==> src/rtl/sprite_renderer_pkg.sv <==
// Shared raster timing and colour-index definitions for the video pipeline.
// Used by the sprite renderer and the downstream colour mux.
package sprite_renderer_pkg;

  localparam int H_TOTAL     = 800;
  localparam int V_TOTAL     = 525;
  localparam int H_VIS_START = 144;
  localparam int H_VIS_END   = 784;
  localparam int V_VIS_START = 35;
  localparam int V_VIS_END   = 515;

  localparam int TRANSPARENT_IDX = 0;

  // Fetch runs this many pixels ahead so registered outputs line up with the raster.
  localparam int LOOKAHEAD = 2;

  typedef enum logic [2:0] {
    CIDX_TRANSPARENT = 3'd0,
    CIDX_BLACK       = 3'd1,
    CIDX_WHITE       = 3'd2,
    CIDX_RED         = 3'd3,
    CIDX_GREEN       = 3'd4,
    CIDX_BLUE        = 3'd5,
    CIDX_YELLOW      = 3'd6,
    CIDX_CYAN        = 3'd7
  } cidx_e;

  function automatic logic [10:0] lookahead_col(input logic [9:0] h);
    return {1'b0, h} + 11'(LOOKAHEAD);
  endfunction

endpackage

==> src/rtl/sprite_renderer_if.sv <==
// Sprite ROM bus: renderer presents a texel address, ROM returns the index one clock later.
interface sprite_renderer_if #(
  parameter int AW    = 11,
  parameter int CIDXW = 3
);

  logic [AW-1:0]    rom_addr;
  logic [CIDXW-1:0] rom_data;

  modport master (
    output rom_addr,
    input  rom_data
  );

  modport slave (
    input  rom_addr,
    output rom_data
  );

endinterface

==> src/rtl/sprite_renderer_anim_ctr.sv <==
// Frame-start detect plus the animation divider that selects the sprite frame in ROM.
module sprite_renderer_anim_ctr #(
  parameter int NFRAMES  = 2,
  parameter int ANIM_DIV = 8,
  localparam int FW      = $clog2(NFRAMES)
) (
  input  logic          clk,
  input  logic          reset,
  input  logic [9:0]    hCount,
  input  logic [9:0]    vCount,
  output logic          frame_start,
  output logic [FW-1:0] frame_sel
);

  localparam int ACW = (ANIM_DIV > 1) ? $clog2(ANIM_DIV) : 1;
  localparam logic [ACW-1:0] ANIM_LAST = ACW'(ANIM_DIV - 1);

  logic [ACW-1:0] anim_cnt_q, anim_cnt_d;
  logic [FW-1:0]  frame_sel_q, frame_sel_d;

  always_comb begin
    frame_start = (hCount == 10'd0) && (vCount == 10'd0);
    anim_cnt_d  = anim_cnt_q;
    frame_sel_d = frame_sel_q;
    if (frame_start) begin
      if (anim_cnt_q == ANIM_LAST) begin
        anim_cnt_d  = '0;
        // NFRAMES is a power of two, so natural overflow gives the modulo wrap.
        frame_sel_d = frame_sel_q + FW'(1);
      end else begin
        anim_cnt_d = anim_cnt_q + ACW'(1);
      end
    end
  end

  always_ff @(posedge clk) begin
    if (reset) begin
      anim_cnt_q  <= '0;
      frame_sel_q <= '0;
    end else begin
      anim_cnt_q  <= anim_cnt_d;
      frame_sel_q <= frame_sel_d;
    end
  end

  assign frame_sel = frame_sel_q;

endmodule

==> src/rtl/sprite_renderer.sv <==
// Single scalable, animated bitmap sprite: fetches texels two pixels ahead of the raster
// so spr_drawing/spr_indx are registered yet aligned with the current hCount/vCount.
module sprite_renderer #(
  parameter int CIDXW      = 3,
  parameter int SPR_W      = 32,
  parameter int SPR_H      = 32,
  parameter int NFRAMES    = 2,
  parameter int SCALE_LOG2 = 1,
  parameter int ANIM_DIV   = 8,
  localparam int AW        = $clog2(NFRAMES * SPR_W * SPR_H),
  localparam int FW        = $clog2(NFRAMES)
) (
  input  logic                clk,
  input  logic                reset,
  input  logic [9:0]          hCount,
  input  logic [9:0]          vCount,
  input  logic [9:0]          spr_x,
  input  logic [9:0]          spr_y,
  input  logic                spr_en,
  input  logic                spr_flip,
  sprite_renderer_if.master   rom,
  output logic                spr_drawing,
  output logic [CIDXW-1:0]    spr_indx,
  output logic [FW-1:0]       frame_sel
);

  import sprite_renderer_pkg::*;

  localparam int TXW = $clog2(SPR_W);
  localparam int TYW = $clog2(SPR_H);

  localparam logic [10:0]      SPR_W_L   = 11'(SPR_W);
  localparam logic [9:0]       SPR_H_L   = 10'(SPR_H);
  localparam logic [10:0]      H_LIMIT   = 11'(H_TOTAL);
  localparam logic [9:0]       V_LIMIT   = 10'(V_TOTAL);
  localparam logic [TXW-1:0]   TX_LAST   = TXW'(SPR_W - 1);
  localparam logic [CIDXW-1:0] CIDX_NONE = CIDXW'(TRANSPARENT_IDX);

  logic frame_start;

  sprite_renderer_anim_ctr #(
    .NFRAMES  (NFRAMES),
    .ANIM_DIV (ANIM_DIV)
  ) u_anim_ctr (
    .clk         (clk),
    .reset       (reset),
    .hCount      (hCount),
    .vCount      (vCount),
    .frame_start (frame_start),
    .frame_sel   (frame_sel)
  );

  // Shadow copies of the sprite controls, frozen for the whole frame.
  logic [9:0]       sx_q, sx_d;
  logic [9:0]       sy_q, sy_d;
  logic             sh_en_q, sh_en_d;
  logic             sh_flip_q, sh_flip_d;

  logic             hit_a_q, hit_a_d;
  logic             spr_drawing_q, spr_drawing_d;
  logic [CIDXW-1:0] spr_indx_q, spr_indx_d;

  logic [10:0]    hl;
  logic [10:0]    dx;
  logic [10:0]    dx_s;
  logic [9:0]     dy;
  logic [9:0]     dy_s;
  logic [TXW-1:0] tx_raw;
  logic [TXW-1:0] tx;
  logic [TYW-1:0] ty;
  logic [AW-1:0]  rom_addr_w;

  always_comb begin
    sx_d      = sx_q;
    sy_d      = sy_q;
    sh_en_d   = sh_en_q;
    sh_flip_d = sh_flip_q;
    if (frame_start) begin
      sx_d      = spr_x;
      sy_d      = spr_y;
      sh_en_d   = spr_en;
      sh_flip_d = spr_flip;
    end
  end

  // Stage A: address generation for the pixel two columns ahead.
  always_comb begin
    hl     = lookahead_col(hCount);
    dx     = hl - {1'b0, sx_q};
    dy     = vCount - sy_q;
    dx_s   = dx >> SCALE_LOG2;
    dy_s   = dy >> SCALE_LOG2;
    tx_raw = dx_s[TXW-1:0];
    ty     = dy_s[TYW-1:0];
    tx     = sh_flip_q ? (TX_LAST - tx_raw) : tx_raw;

    // Columns 800/801 fall off the line; no wrap into the next one.
    hit_a_d = sh_en_q
           && (hl >= {1'b0, sx_q}) && (hl < H_LIMIT)
           && (vCount >= sy_q) && (vCount < V_LIMIT)
           && (dx_s < SPR_W_L) && (dy_s < SPR_H_L);

    rom_addr_w = reset ? '0 : {frame_sel, ty, tx};
  end

  // Stage B: ROM data for the fetch issued last cycle is present now.
  always_comb begin
    spr_indx_d    = hit_a_q ? rom.rom_data : CIDX_NONE;
    spr_drawing_d = hit_a_q && (rom.rom_data != CIDX_NONE);
  end

  always_ff @(posedge clk) begin
    if (reset) begin
      sx_q          <= '0;
      sy_q          <= '0;
      sh_en_q       <= 1'b0;
      sh_flip_q     <= 1'b0;
      hit_a_q       <= 1'b0;
      spr_drawing_q <= 1'b0;
      spr_indx_q    <= '0;
    end else begin
      sx_q          <= sx_d;
      sy_q          <= sy_d;
      sh_en_q       <= sh_en_d;
      sh_flip_q     <= sh_flip_d;
      hit_a_q       <= hit_a_d;
      spr_drawing_q <= spr_drawing_d;
      spr_indx_q    <= spr_indx_d;
    end
  end

  assign rom.rom_addr = rom_addr_w;
  assign spr_drawing  = spr_drawing_q;
  assign spr_indx     = spr_indx_q;

endmodule

==> src/flat_wrapper.sv <==
// flat-port wrapper written by rule: the top's interface ports become plain ports
module sprite_renderer_flat import sprite_renderer_pkg::*;
#(
  parameter int CIDXW      = 3,
  parameter int SPR_W      = 32,
  parameter int SPR_H      = 32,
  parameter int NFRAMES    = 2,
  parameter int SCALE_LOG2 = 1,
  parameter int ANIM_DIV   = 8,
  localparam int AW        = $clog2(NFRAMES * SPR_W * SPR_H),
  localparam int FW        = $clog2(NFRAMES)
)
  (clk, reset, hCount, vCount, spr_x, spr_y, spr_en, spr_flip, spr_drawing, spr_indx, frame_sel, rom_rom_addr, rom_rom_data);
  sprite_renderer_if #(.CIDXW(CIDXW)) rom_i ();
  input  logic clk;
  input  logic reset;
  input  logic [9:0] hCount;
  input  logic [9:0] vCount;
  input  logic [9:0] spr_x;
  input  logic [9:0] spr_y;
  input  logic spr_en;
  input  logic spr_flip;
  output logic spr_drawing;
  output logic [CIDXW-1:0] spr_indx;
  output logic [FW-1:0] frame_sel;
  output wire logic [$bits(rom_i.rom_addr)-1:0] rom_rom_addr;
  input wire logic [$bits(rom_i.rom_data)-1:0] rom_rom_data;
  assign rom_rom_addr = rom_i.rom_addr;
  assign rom_i.rom_data = rom_rom_data;
  sprite_renderer #(.CIDXW(CIDXW), .SPR_W(SPR_W), .SPR_H(SPR_H), .NFRAMES(NFRAMES), .SCALE_LOG2(SCALE_LOG2), .ANIM_DIV(ANIM_DIV)) u_core (.clk(clk), .reset(reset), .hCount(hCount), .vCount(vCount), .spr_x(spr_x), .spr_y(spr_y), .spr_en(spr_en), .spr_flip(spr_flip), .rom(rom_i), .spr_drawing(spr_drawing), .spr_indx(spr_indx), .frame_sel(frame_sel));
endmodule
==> config.mk <==
export PLATFORM = sky130hd
export DESIGN_NAME = sprite_renderer_flat
export DESIGN_NICKNAME = d
export VERILOG_FILES = /design/src/rtl/sprite_renderer_pkg.sv /design/src/rtl/sprite_renderer_if.sv /design/src/rtl/sprite_renderer_anim_ctr.sv /design/src/rtl/sprite_renderer.sv /design/src/flat_wrapper.sv
export SDC_FILE = /design/constraint.sdc
export NUM_CORES = 1
export LEC_CHECK = 0
export CAP_MARGIN = 20
export CORE_MARGIN = 5
export CORE_UTILIZATION = 35
export CTS_CLUSTER_DIAMETER = 50
export DETAILED_ROUTE_END_ITERATION = 7
export PLACE_DENSITY = 0.64
export SYNTH_ARGS = -nofsm -noshare
export SYNTH_HDL_FRONTEND = slang
export SYNTH_SLANG_ARGS = --single-unit
==> constraint.sdc <==
create_clock -name clk -period 3.95 [get_ports clk]
set_clock_uncertainty 0.2 [all_clocks]
set_input_delay 0.79 -clock clk [delete_from_list [all_inputs] [get_ports clk]]
set_output_delay 0.79 -clock clk [all_outputs]
set_load 0.005 [all_outputs]
# --- Yosys cells after proc, flatten, opt, wreduce, memory -nomap -nowiden ---
# Cells that the tools add are included.
totals:
  reg_bits: 31
  inputBits: 47
  output_inout_bits: 16
  wordCells: 39
op_classes:
  add_sub_neg: 6
  n_lt_le_gt_ge: 6
  eq_ne: 1
  n_mux: 3
  bitwise_logic: 1
  n_reduce_logical: 13
ops:
  columns: ["operator", "count"]
  rows:
  - ["$logic_not 10->1", 2]
  - ["$add 10x2->11 const B", 1]
  - ["$ge 11x10->1", 1]
  - ["$lt 11x10->1 const B", 1]
  - ["$mux 11", 1]
  - ["$sub 11x10->11", 1]
  - ["$ge 10x10->1", 1]
  - ["$lt 10x10->1 const B", 1]
  - ["$lt 10x6->1 const B", 1]
  - ["$sub 10x10->10", 1]
  - ["$lt 9x6->1 const B", 1]
  - ["$logic_and 1x1->1", 8]
  - ["$mux 5", 1]
  - ["$sub 5x5->5 const A", 1]
  - ["$add 3x1->3 const B", 1]
  - ["$eq 3x3->1 const B", 1]
  - ["$mux 3", 1]
  - ["$reduce_bool 3->1", 1]
  - ["$reduce_and 2->1", 1]
  - ["$reduce_or 2->1", 1]
  - ["$add 1x1->1 const B", 1]
  - ["$not 1->1", 1]

# --- Longest topological paths before layout ---
depth:
  ltp_word: 8
  depth_mapped: 13
  depth_no_buf: 12

# --- By module ---
# Synthesis repeated with hierarchy kept, for this count alone.
unflattened:
  hier_cells: 299
  area_unflattened_um2: 2444.8
modules_own_cells:
  columns: ["mod", "n_inst", "cells_each", "area_each_um2", "seq_area_each_um2"]
  rows:
  - ["sprite_renderer", 1, 272, 2204.6, 540.5]
  - ["sprite_renderer_anim_ctr", 1, 27, 240.2, 80.1]

# --- Worst setup path before layout ---
# No wires, ideal clock.
synth_path:
  path_kind: "input to register"
  start: "input hCount[1]"
  end: "register u_core.hit_a_q"
  setup_ns: 0.092
  arrival_ns: 2.992
  t_required_ns: 3.658
  path_slack_ns: 0.666
  stages: 12
  path_buffers: 1
  cell_sequence: "ha_1 and3_1 buf_6 xor2_1 ha_1 o21ai_1 and3b_1 a2111oi_2 nand4_1 nor4_1 o2111ai_1 nor4_1"
synth_between:
  elab_chain_len: 8
  elab_cells_between_ends: 11
  cone_classes: "add/sub: 2; order compare: 3; reduce/logical: 6"
synth_lines:
  columns: ["element", "line", "rtl"]
  rows:
  - ["start: declaration", "flat_wrapper.sv:17", "input logic [9:0] hCount;"]
  - ["$add 10x2->11 *", "sprite_renderer_pkg.sv:29", "return {1'b0, h} + 11'(LOOKAHEAD);"]
  - ["parallel branches: the longest is 5 deep, another holds $sub 11x10->11", null, null]
  - ["$logic_and 1x1->1 * (2 in series)", "sprite_renderer.sv:101", "&& (dx_s < SPR_W_L) && (dy_s < SPR_H_L);"]
  - ["end signal: assignment", "sprite_renderer.sv:126", "hit_a_q <= hit_a_d;"]
  - ["end: declaration", "sprite_renderer.sv:59", "logic hit_a_q, hit_a_d;"]
# Mark *: on every way between the ends.
# A chain may end at the register's enable or synchronous reset.

# --- Worst setup path in the final report ---
layout_path:
  start: "input hCount[1]"
  end: "output rom_rom_addr[1]"
layout_between:
  elab_chain_len: 5
layout_lines:
  columns: ["element", "line", "rtl"]
  rows:
  - ["$add 10x2->11 *", "sprite_renderer_pkg.sv:29", null]
  - ["$sub 11x10->11 *", "sprite_renderer.sv:89", "dx = hl - {1'b0, sx_q};"]
  - ["$sub 5x5->5", "sprite_renderer.sv:95", "tx = sh_flip_q ? (TX_LAST - tx_raw) : tx_raw;"]
  - ["$mux 5 *", "sprite_renderer.sv:95", null]
  - ["$mux 11 *", "sprite_renderer.sv:103", "rom_addr_w = reset ? '0 : {frame_sel, ty, tx};"]
  - ["end: declaration", "flat_wrapper.sv:26", "output wire logic [$bits(rom_i.rom_addr)-1:0] rom_rom_addr;"]
# Every way passes the cells marked *; elsewhere a longest branch is shown, timed or not.

==> results.md <==
* Die width at 93.7 um
* Overflow after GRT at 0
* Fill cell count at approximately 650
* Die Area at roughly 8800 um2
* Number of buffers created by CTS at 5
* Cells taking the most area after synthesis: dfxtp_1 (25%), ha_1 (12%), mux2i_1 (11%)
* NetSw at ~0.23 mW
* Iter 0 DRT Violations at 103
* Outcome: finished, final reports clean
* Reg power frac at 0.376
* Vias in the first global route at approximately 2,400
* Crit share post-route at 0.976
* Crit-path most repeated cell: clkdlybuf4s50_1
* Storage element area at 621 um2
* Initial Utilization at 0.361
* CTS tree: yes
* Synth area leader: dfxtp_1
* Clock Power Share at 0.299
* Setup TNS at 0 ps
* Final setup fails at 0
* Placed Cells at slightly below 500
* Clock root buffer: clkbuf_8
* DR WL/cell at 13.5 um
* Register area share after synthesis at 0.253
* Peak fanout along the critical path at 3
* Warnings from Yosys at 0
* Most frequent cells in the layout: clkdlybuf4s50_1 (56), buf_4 (51), nor2_1 (47)
* Critical path class: input port to primary output
* Final hold vios at 0
* Syn_area_per_cell at 8.03 um2
* Lkg Pwr at between 1 and 1.5 nW
* Setup crit end kind: primary output
* Via Count at 2,483
* Clock Path Buffers at 2
* Share of cells above drive strength 1 at 0.186
* Top layer reached by signal wires: met4
* Area of the multi-input gates at between 1500 and 2000 um2
* GRT Util Overall at 0.161
* M1 WL at 3060 um
* Worst-path clk slew at roughly 60 ps
* Cell variety after synth at 51
* Fin. max-slew vios at 0
* Arrival time of the worst setup path at around 2900 ps
* Placer Congestion at about 0.91
* Std cell rows at 30
* Initial antenna violation count at 0
* Max VDD drop at ~0.13 mV
* Achievable Freq at 259 MHz
* Slew margin rel. at 0.752
* Cell Area, Synth at around 2400 um2
* CTS Hold Buffers Added at 0
* Switching Share at 0.274
* Met3 Routed Length at 293 um
* Largest net degree at the start of global routing at 29
* Most common cell after layout, fill and taps aside: clkdlybuf4s50_1
* Post-Layout Cell Count at about 500
* Met2 wire length at ~3500 um
* Drt drc at 0
* Slew at the pin with the worst max-slew slack at around 360 ps
* P&R area growth vs syn at 49.6%
* Syn Inst Count at between 300 and 400
* Diodes inserted at 0
* Crit start category: input port
* Cell breakdown of the critical path: clkdlybuf4s50_1 > ha_2 > ha_1 > buf_4 > xnor2_2 > xnor2_1 > nor2_1 > clkdlybuf4s50_1
* Area of the core at between 6000 and 7000 um2
* First-pass GRT wire length at 11,300 um
* Io pins at 63
* Vias per Instance at slightly below 5
* Clock sinks at 31
* Fin crit period at 3860 ps
* Top_reg_cell synth: dfxtp_1
* Syn nets at approximately 380
* I/O Buffers at between 60 and 70
* Cell Pwr Density at 227 nW/um2
* Slowest cell on crit path: clkdlybuf4s50_1
* Combinational share of power at 0.325
* Drt first pass iters at 5
* Area share of the largest cell type after synthesis at 0.253
* Asr flop ratio synth at 0
* DIE HEIGHT at ~94 um
* DP HPWL at between 5000 and 6000 um
* Worst-Skew Late Latency at between 200 and 300 ps
* CTS H-tree depth at 2
* CP max stage delay at roughly 510 ps
* Internal power at slightly above 0.6 mW
* Worst EP required at about 3000 ps
* Hold/Removal Path Class: register to register
* Final WL at 6910 um
* Number of routed nets with antenna violations at 0
* Max_cap viols at 0
* EDFF count, synth at 0
* Nets at slightly below 500
* #FFs+latches synth at 31
* Worst reg2reg setup slack at a little over 1000 ps
[worst max-delay path: cells and delay by family]
kind	cells	cell delay, ps
AND/OR/NAND/NOR	1	90
adder cells (fa/ha/maj)	2	560
buffers and inverters	3	1160
XOR/XNOR	2	270
[flip-flops by register name, summed over array words and instances, names as in the netlist]
| register | count |
|---|---|
| u_core.sx_q | 10 |
| u_core.sy_q | 10 |
| u_core.spr_indx | 3 |
| u_core.u_anim_ctr.anim_cnt_q | 3 |
| u_core.hit_a_q | 1 |
| u_core.sh_en_q | 1 |
| u_core.sh_flip_q | 1 |
| u_core.spr_drawing | 1 |
| u_core.u_anim_ctr.frame_sel | 1 |
[power groups by stage]
stage / clock network, mW / logic (mW) / registers, mW
finish: 0.249 / 0.270 / 0.313
global route: 0.276 / 0.294 / 0.312
CTS: 0.260 / 0.263 / 0.312
detailed placement: 0 / 0.246 / 0.320
global placement: 0 / 0.246 / 0.320
floorplan: 0 / 0.113 / 0.320
[final timing paths]
path                       start              end  cells after the start
setup / recovery       hCount[1]  rom_rom_addr[1]                      8
hold / removal    u_core.sy_q[4]   u_core.sy_q[4]                      2
setup reg to reg  u_core.sx_q[0]   u_core.hit_a_q                     15
hold reg to reg   u_core.sy_q[4]   u_core.sy_q[4]                      2
[kinds of logic (layout without fill, tap and decap cells)]
kind of cell / Yosys count / after routing / synth area share
and+or+nand+nor: 113 / 113 / 0.225
AOI/OAI and AO/OA: 51 / 51 / 0.146
buffers and inverters: 40 / 150 / 0.0679
DFF: 31 / 31 / 0.253
muxes: 26 / 26 / 0.106
adders and majority gates: 25 / 25 / 0.134
xor gates and xnor gates: 19 / 19 / 0.0679
[layer usage]
layer,vias to the layer above,global-route usage
met4,0,0.0373
li1,1287,-
met1,1140,0.209
met3,7,0.0280
met5,-,0
met2,49,0.279
[synthesized netlist by cell type (all sizes together), types with 2 or more instances]
cell type	instances
a211o	2
nand4	3
o31ai	3
inv	30
nor2	50
or2	2
and4	2
and3	3
nand2	11
nand3	4
buf	4
nor3	11
xor2	6
mux2i	26
dfxtp	31
ha	23
and2	3
xnor2	13
nor4	6
a21oi	12
o21a	5
nor2b	9
o22ai	2
clkbuf	6
o21ai	8
a2111oi	3
nand2b	6
fa	2
o211ai	3
o311ai	2
[area by class of cell]
class                           instances  area share
Timing Repair Buffer                  113       0.274
Tap cell                               96      0.0328
Sequential cell                        31       0.169
Inverter                               30      0.0307
Multi-Input combinational cell        234       0.470
Clock inverter                          1     0.00137
Clock buffer                            6      0.0225
[through the flow]
step / power [mW] / hold WS [ps] / util / instance area, um2 / worst slack [ps]
after floorplan: 0.432 / 260 / - / 2450 / 666
after global placement: 0.566 / 274 / 0.508 / 3450 / -133
after detailed placement: 0.565 / 284 / 0.508 / 3450 / -172
after CTS: 0.836 / 300 / 0.532 / 3620 / -21.2
after global routing: 0.883 / 332 / 0.540 / 3670 / -7.84
final: 0.831 / 296 / 0.540 / 3670 / 93.4
[timing repair]
item	4_1_cts	5_1_grt
buffers inserted	7	2
pin swaps	1	2
gates resized for setup	13	9
endpoints found under the setup margin	4	5
(Power assumes the default switching activity.)
==> RTL change 1: new RTL, config.mk and constraints unchanged <==
`CIDXW` is set to 3 in 3 places; all go to 5.
--- a/src/rtl/sprite_renderer_if.sv
+++ b/src/rtl/sprite_renderer_if.sv
@@ -3,3 +3,3 @@
   parameter int AW    = 11,
-  parameter int CIDXW = 3
+  parameter int CIDXW = 5
 );
--- a/src/rtl/sprite_renderer.sv
+++ b/src/rtl/sprite_renderer.sv
@@ -3,3 +3,3 @@
 module sprite_renderer #(
-  parameter int CIDXW      = 3,
+  parameter int CIDXW      = 5,
   parameter int SPR_W      = 32,
--- a/src/flat_wrapper.sv
+++ b/src/flat_wrapper.sv
@@ -3,3 +3,3 @@
 #(
-  parameter int CIDXW      = 3,
+  parameter int CIDXW      = 5,
   parameter int SPR_W      = 32,
Ports: changed (resized rom_rom_data and spr_indx); port bits go from 63 to 67. No check against the original RTL was run, so the function may have changed too.
==> RTL change 1 against the original RTL <==
  * Total power grew 6.6%
  * Global-route usage down 1.5 points
  * Setup slack improved by 0.025 ns
  * Sequential cell count grew 2
  * Routed wire length shrank 9.8%
  * Synthesized area fell by 0.56%
  * Synthesized cell count fell by 3.3%
  * Cell area shrank 3.1%
  * Critical path depth rose by 2
  * Critical path type unchanged
==> RTL change 1: results (changes against the original RTL) <==
----------------------------------------------------
[Worst setup path]
  Count of cells along the worst register-to-register path ... 10 (was 15)
  Worst setup path endpoint ... rom_rom_addr[4] (was rom_rom_addr[1])
  Worst setup path startpoint ... hCount[2] (was hCount[1])
  Internal reg-to-reg setup slack ... 1.47 ns (was 1.02 ns)

[Detailed routing]
  Vias after detailed routing ... 2,281 (was 2,483)
  DRT iter0 DRCs ... 70 (was 103)
  Post-detailed-routing wire length ... 6230 um (was 6910 um)
  Routed met1 length ... 2810 um (was 3060 um)
  Wire length on met2 ... 2870 um (was 3470 um)
  First-pass iteration count of the detailed router ... 4 (was 5)
  Wire length on met3 ... 454 um (was 293 um)

[Global routing]
  Overall global routing resource usage ... 0.146 (was 0.161)
  GR Util met3 ... 0.0467 (was 0.0280)
  Met2 Resource Use GR ... 0.238 (was 0.279)
  Maximum number of pins on one net before global-route repair ... 40 (was 29)

[Timing]
  Relative slew slack ... 0.764 (was 0.752)
  Portion of the clock cycle consumed by the worst path in the final layout ... 0.970 (was 0.976)

[Outcome]
  Run status ... finished, final reports clean (unchanged)

[Synth]
  Arithmetic-cell share of the synthesized area counting full adders, half adders and majority gates ... 0.135 (was 0.134)
  Sequential element share of the synthesized area ... 0.271 (was 0.253)
  Most area-consuming cells after synthesis ... sky130_fd_sc_hd__dfxtp_1 27%, sky130_fd_sc_hd__ha_1 12%, sky130_fd_sc_hd__mux2i_1 11% (was sky130_fd_sc_hd__dfxtp_1 25%, sky130_fd_sc_hd__ha_1 12%, sky130_fd_sc_hd__mux2i_1 11%)
  Post-synthesis net count ... 369 (was 377)
  Xor/xnor cell area share of the yosys netlist ... 0.0863 (was 0.0679)
  Synthesized area divided by synthesized cell count ... 8.26 sq um (was 8.03 sq um)
  Multiplexer share of the synthesized area ... 0.107 (was 0.106)
  Complex-gate fraction of the synthesized area ... 0.118 (was 0.146)

[Placement]
  Worst setup timing slack at the placement stage ... -0.111 ns (was -0.172 ns)
  Final RePlAce weighted congestion ... 0.895 (was 0.908)
  Detailed placer's ending HPWL ... 4900 um (was 5670 um)
  Total placed cells including tap cells ... 465 (was 495)

[Pwr]
  Leakage power summed over all cells ... 1.41 nW (was 1.46 nW)

[Cells and area]
  Ratio of cells with drive above 1 in the final layout ... 0.129 (was 0.186)
  Number of nets in the finished design ... 453 (was 487)

----------------------------------------------------
RTL change 1: cell types whose count changed in the layout (fill, tap and decap cells not counted), sizes merged, moves of 4 or more:
cell          before  now
buf               51   23
a21oi             12    3
dlymetal6s2s       2    8
xor2               6   10
RTL change 1: stage by stage:
step / cell area (sq um) / setup TNS, ns / hold WS, ns
floorplan: 2440 / 0 / 0.254
global placement: 3340 / -0.143 / 0.273
detailed placement: 3340 / -0.192 / 0.287
CTS: 3480 / 0 / 0.304
global route: 3550 / 0 / 0.329
finish: 3550 / 0 / 0.296
RTL change 1: where the power goes:
| part | switching, mW | internal (mW) | total [mW] |
|---|---|---|---|
| combinational | 0.0971 | 0.126 | 0.223 |
| clock | 0.124 | 0.206 | 0.330 |
| sequential | 0.000000181 | 0.333 | 0.333 |
RTL change 1: critical path, stage by stage:
cell and delay, ns:
sky130_fd_sc_hd__clkdlybuf4s50_1 0.43, sky130_fd_sc_hd__ha_2 0.21, sky130_fd_sc_hd__buf_4 0.13, sky130_fd_sc_hd__and3_1 0.20, sky130_fd_sc_hd__xnor2_1 0.13, sky130_fd_sc_hd__ha_1 0.32, sky130_fd_sc_hd__xor2_1 0.19, sky130_fd_sc_hd__xnor2_1 0.14
sky130_fd_sc_hd__nor2_1 0.05, sky130_fd_sc_hd__dlygate4sd2_1 0.26
RTL change 1: how the worst min path moves through the flow:
stage                                start                           to  slack [ns]  cells after the start
2_1_floorplan  u_core.sh_en_q$_SDFFE_PP0P_  u_core.sh_en_q$_SDFFE_PP0P_        0.25                      2
3_3_place_gp   u_core.sy_q[8]$_SDFFE_PP0P_  u_core.sy_q[8]$_SDFFE_PP0P_        0.27                      2
3_5_place_dp   u_core.sy_q[4]$_SDFFE_PP0P_  u_core.sy_q[4]$_SDFFE_PP0P_        0.29                      2
4_1_cts        u_core.sy_q[8]$_SDFFE_PP0P_  u_core.sy_q[8]$_SDFFE_PP0P_        0.30                      2
5_1_grt        u_core.sx_q[2]$_SDFFE_PP0P_  u_core.sx_q[2]$_SDFFE_PP0P_        0.33                      2
6_report       u_core.sy_q[5]$_SDFFE_PP0P_  u_core.sy_q[5]$_SDFFE_PP0P_        0.30                      2
RTL change 1: timing repair:
| action | CTS | global route |
|---|---|---|
| buffers inserted | 2 | 1 |
| setup endpoints to repair | 3 | 6 |
| pin swaps | 2 | 4 |
| resized for setup | 5 | 18 |
| hold buffers | 0 | 0 |
RTL change 1: final cells by class:
type                       count  area [sq um]
clock buffer                   7          86.3
sequential                    33           661
clock inverter                 1          30.0
tap                           96           120
timing repair buffer          89           881
fill                         661          3240
inverter                      27           101
multi-input combinational    223          1670
==> RTL change 2: new RTL, same settings <==
Made on the original files. Register the output `spr_drawing` once more, without a reset; this adds one clock of latency there. The other outputs are not delayed to match. Comments in the files are not updated.
--- a/src/rtl/sprite_renderer.sv
+++ b/src/rtl/sprite_renderer.sv
@@ -132,3 +132,5 @@
   assign rom.rom_addr = rom_addr_w;
-  assign spr_drawing  = spr_drawing_q;
+  always_ff @(posedge clk) begin
+    spr_drawing <= spr_drawing_q;
+  end
   assign spr_indx     = spr_indx_q;
Function: changed (Yosys sat finds a counterexample within 4 cycles, from zero or initial values and one cycle with reset high).
==> RTL change 2 against the original RTL <==
  * Cell area grew 4.1%
  * Non-clock buffer count is 7 higher
  * Highest routed layer unchanged
  * Routed wire length up 5.0%
  * Fmax about the same
  * Sequential cell count is 1 higher
  * Setup slack improved by 0.0027 ns
  * Total power rose by 15%
  * Synthesized area rose by 0.82%
==> RTL change 2: results (changes against the original RTL) <==
----------------------------------------------------
[Synth]
  Gate count of the mapped netlist ... 306 (was 305)
  Post-synthesis net count ... 378 (was 377)
  Most area-consuming cells after synthesis ... sky130_fd_sc_hd__dfxtp_1 26%, sky130_fd_sc_hd__ha_1 12%, sky130_fd_sc_hd__mux2i_1 11% (was sky130_fd_sc_hd__dfxtp_1 25%, sky130_fd_sc_hd__ha_1 12%, sky130_fd_sc_hd__mux2i_1 11%)
  Number of different library cells in the post-synthesis netlist ... 51 (unchanged)
  Sequential element share of the synthesized area ... 0.259 (was 0.253)
  Yosys warns ... 0 (unchanged)
  Number of enable-type register cells in the synthesized netlist ... 0 (unchanged)
  Top post-synthesis cells by count ... 49 x sky130_fd_sc_hd__nor2_1, 32 x sky130_fd_sc_hd__dfxtp_1, 30 x sky130_fd_sc_hd__inv_1 (was 49 x sky130_fd_sc_hd__nor2_1, 31 x sky130_fd_sc_hd__dfxtp_1, 30 x sky130_fd_sc_hd__inv_1)
  Primary FF master, synth ... sky130_fd_sc_hd__dfxtp_1 (unchanged)

[Clock tree]
  CTS Buffer Depth ... 2 (unchanged)
  Maximum level of the CTS H-tree ... 2 (unchanged)
  Clock transition at the registers of the reported paths ... 0.07 ns
  Cts bufs inserted ... 5 (unchanged)
  Post-CTS sizing ... 14 (was 13)
  Root buffer cell ... sky130_fd_sc_hd__clkbuf_8 (unchanged)

[Detailed routing]
  First-pass iteration count of the detailed router ... 4 (was 5)
  Vias per Instance ... 4.93 (was 4.86)
  DRT iter0 DRCs ... 87 (was 103)
  Routed length per instance ... 13.9 um (was 13.5 um)
  Vias after detailed routing ... 2,565 (was 2,483)

[Pwr]
  Leakage power summed over all cells ... 1.54 nW (was 1.46 nW)
  Switching portion of total power ... 0.257 (was 0.274)
  VDD IR-drop max ... 0.138 mV (was 0.132 mV)

[Timing]
  Relative slew slack ... 0.726 (was 0.752)

[Cells and area]
  Ant. Diodes ... 0 (unchanged)
  Registers with the most flip-flops ... u_core.sx_q: 10 flops, u_core.sy_q: 10 flops (unchanged)
  Ratio of cells with drive above 1 in the final layout ... 0.208 (was 0.186)
  Number of nets in the finished design ... 495 (was 487)

[Global routing]
  Overall global routing resource usage ... 0.165 (was 0.161)
  Antenna violations before repair ... 0 (unchanged)
  Maximum number of pins on one net before global-route repair ... 27 (was 29)
  Global-route wire length before repair ... 11,700 um (was 11,300 um)
  Number of global-route vias before repair ... 2,546 (was 2,401)

[Placement]
  Final RePlAce weighted congestion ... 0.907 (was 0.908)
  Detailed placer's ending HPWL ... 5790 um (was 5670 um)
  Worst setup timing slack at the placement stage ... -0.165 ns (was -0.172 ns)
  Placed Instance Area ... 3520 sq um (was 3450 sq um)

[Worst setup path]
  Maximum fanout count along the critical path ... 2 (was 3)

[Outcome]
  Run status ... finished, final reports clean (unchanged)

[Die]
  Die Outline Area ... 8840 sq um (was 8770 sq um)

----------------------------------------------------
==> RTL change 2: per-layer routing <==
| layer | vias to the layer above | part of all wire | track usage |
|---|---|---|---|
| met3 | 9 | 0.046 | 0.0224 |
| met5 | - | 0 | 0 |
| met2 | 59 | 0.47 | 0.270 |
| li1 | 1304 | - | - |
| met4 | 0 | 0.014 | 0.0542 |
| met1 | 1193 | 0.47 | 0.222 |
==> RTL change 2: kinds of logic (layout without fill, tap and decap cells) <==
family                   count (synthesis)  count (layout)  share of synthesized area
AO/OA/AOI/OAI                           51              51                      0.144
XOR/XNOR                                19              19                     0.0674
adder cells (fa/ha/maj)                 25              25                      0.133
buffers and inverters                   40             158                     0.0674
flip-flops                              32              32                      0.259
multiplexers                            26              26                      0.105
AND/OR/NAND/NOR                        113             113                      0.223
==> RTL change 2: final cells by class <==
class	instances	area, sq um
clock inverter	1	30.0
sequential	32	641
tap	96	120
inverter	30	113
timing repair buffer	120	1070
clock buffer	7	96.3
multi-input combinational	234	1750
fill	661	3020
==> RTL change 2: power groups by stage <==
| stage | clock (mW) | combinational, mW | sequential [mW] |
|---|---|---|---|
| floorplan | 0 | 0.113 | 0.330 |
| global placement | 0 | 0.254 | 0.330 |
| detailed placement | 0 | 0.255 | 0.330 |
| CTS | 0.359 | 0.277 | 0.322 |
| global route | 0.370 | 0.308 | 0.322 |
| finish | 0.347 | 0.284 | 0.322 |
==> RTL change 2: stage by stage <==
step           hold slack [ns]  utilization
2_1_floorplan            0.110            -
3_3_place_gp             0.114        0.516
3_5_place_dp             0.115        0.516
4_1_cts                  0.132        0.549
5_1_grt                  0.158        0.558
6_report                 0.129        0.558
==> RTL change 2: critical path: stages <==
cell	delay [ns]
sky130_fd_sc_hd__clkdlybuf4s50_1	0.48
sky130_fd_sc_hd__ha_2	0.27
sky130_fd_sc_hd__ha_1	0.30
sky130_fd_sc_hd__o21ai_1	0.15
sky130_fd_sc_hd__a21oi_1	0.07
sky130_fd_sc_hd__o21a_1	0.20
sky130_fd_sc_hd__nor2_2	0.15
sky130_fd_sc_hd__xnor2_1	0.14
sky130_fd_sc_hd__nor2_1	0.05
sky130_fd_sc_hd__dlygate4sd2_1	0.26
==> RTL change 2: path summary, 6_finish.rpt <==
kind	startpoint	end	slack, ns	cells after the start
max	hCount[2]	rom_rom_addr[4]	0.1	10
min	u_core.spr_drawing_q$_SDFF_PP0_	u_core.spr_drawing$_DFF_P_	0.13	0
max reg2reg	u_core.sx_q[3]$_SDFFE_PP0P_	u_core.hit_a_q$_SDFF_PP0_	1.06	17
min reg2reg	u_core.spr_drawing_q$_SDFF_PP0_	u_core.spr_drawing$_DFF_P_	0.13	0
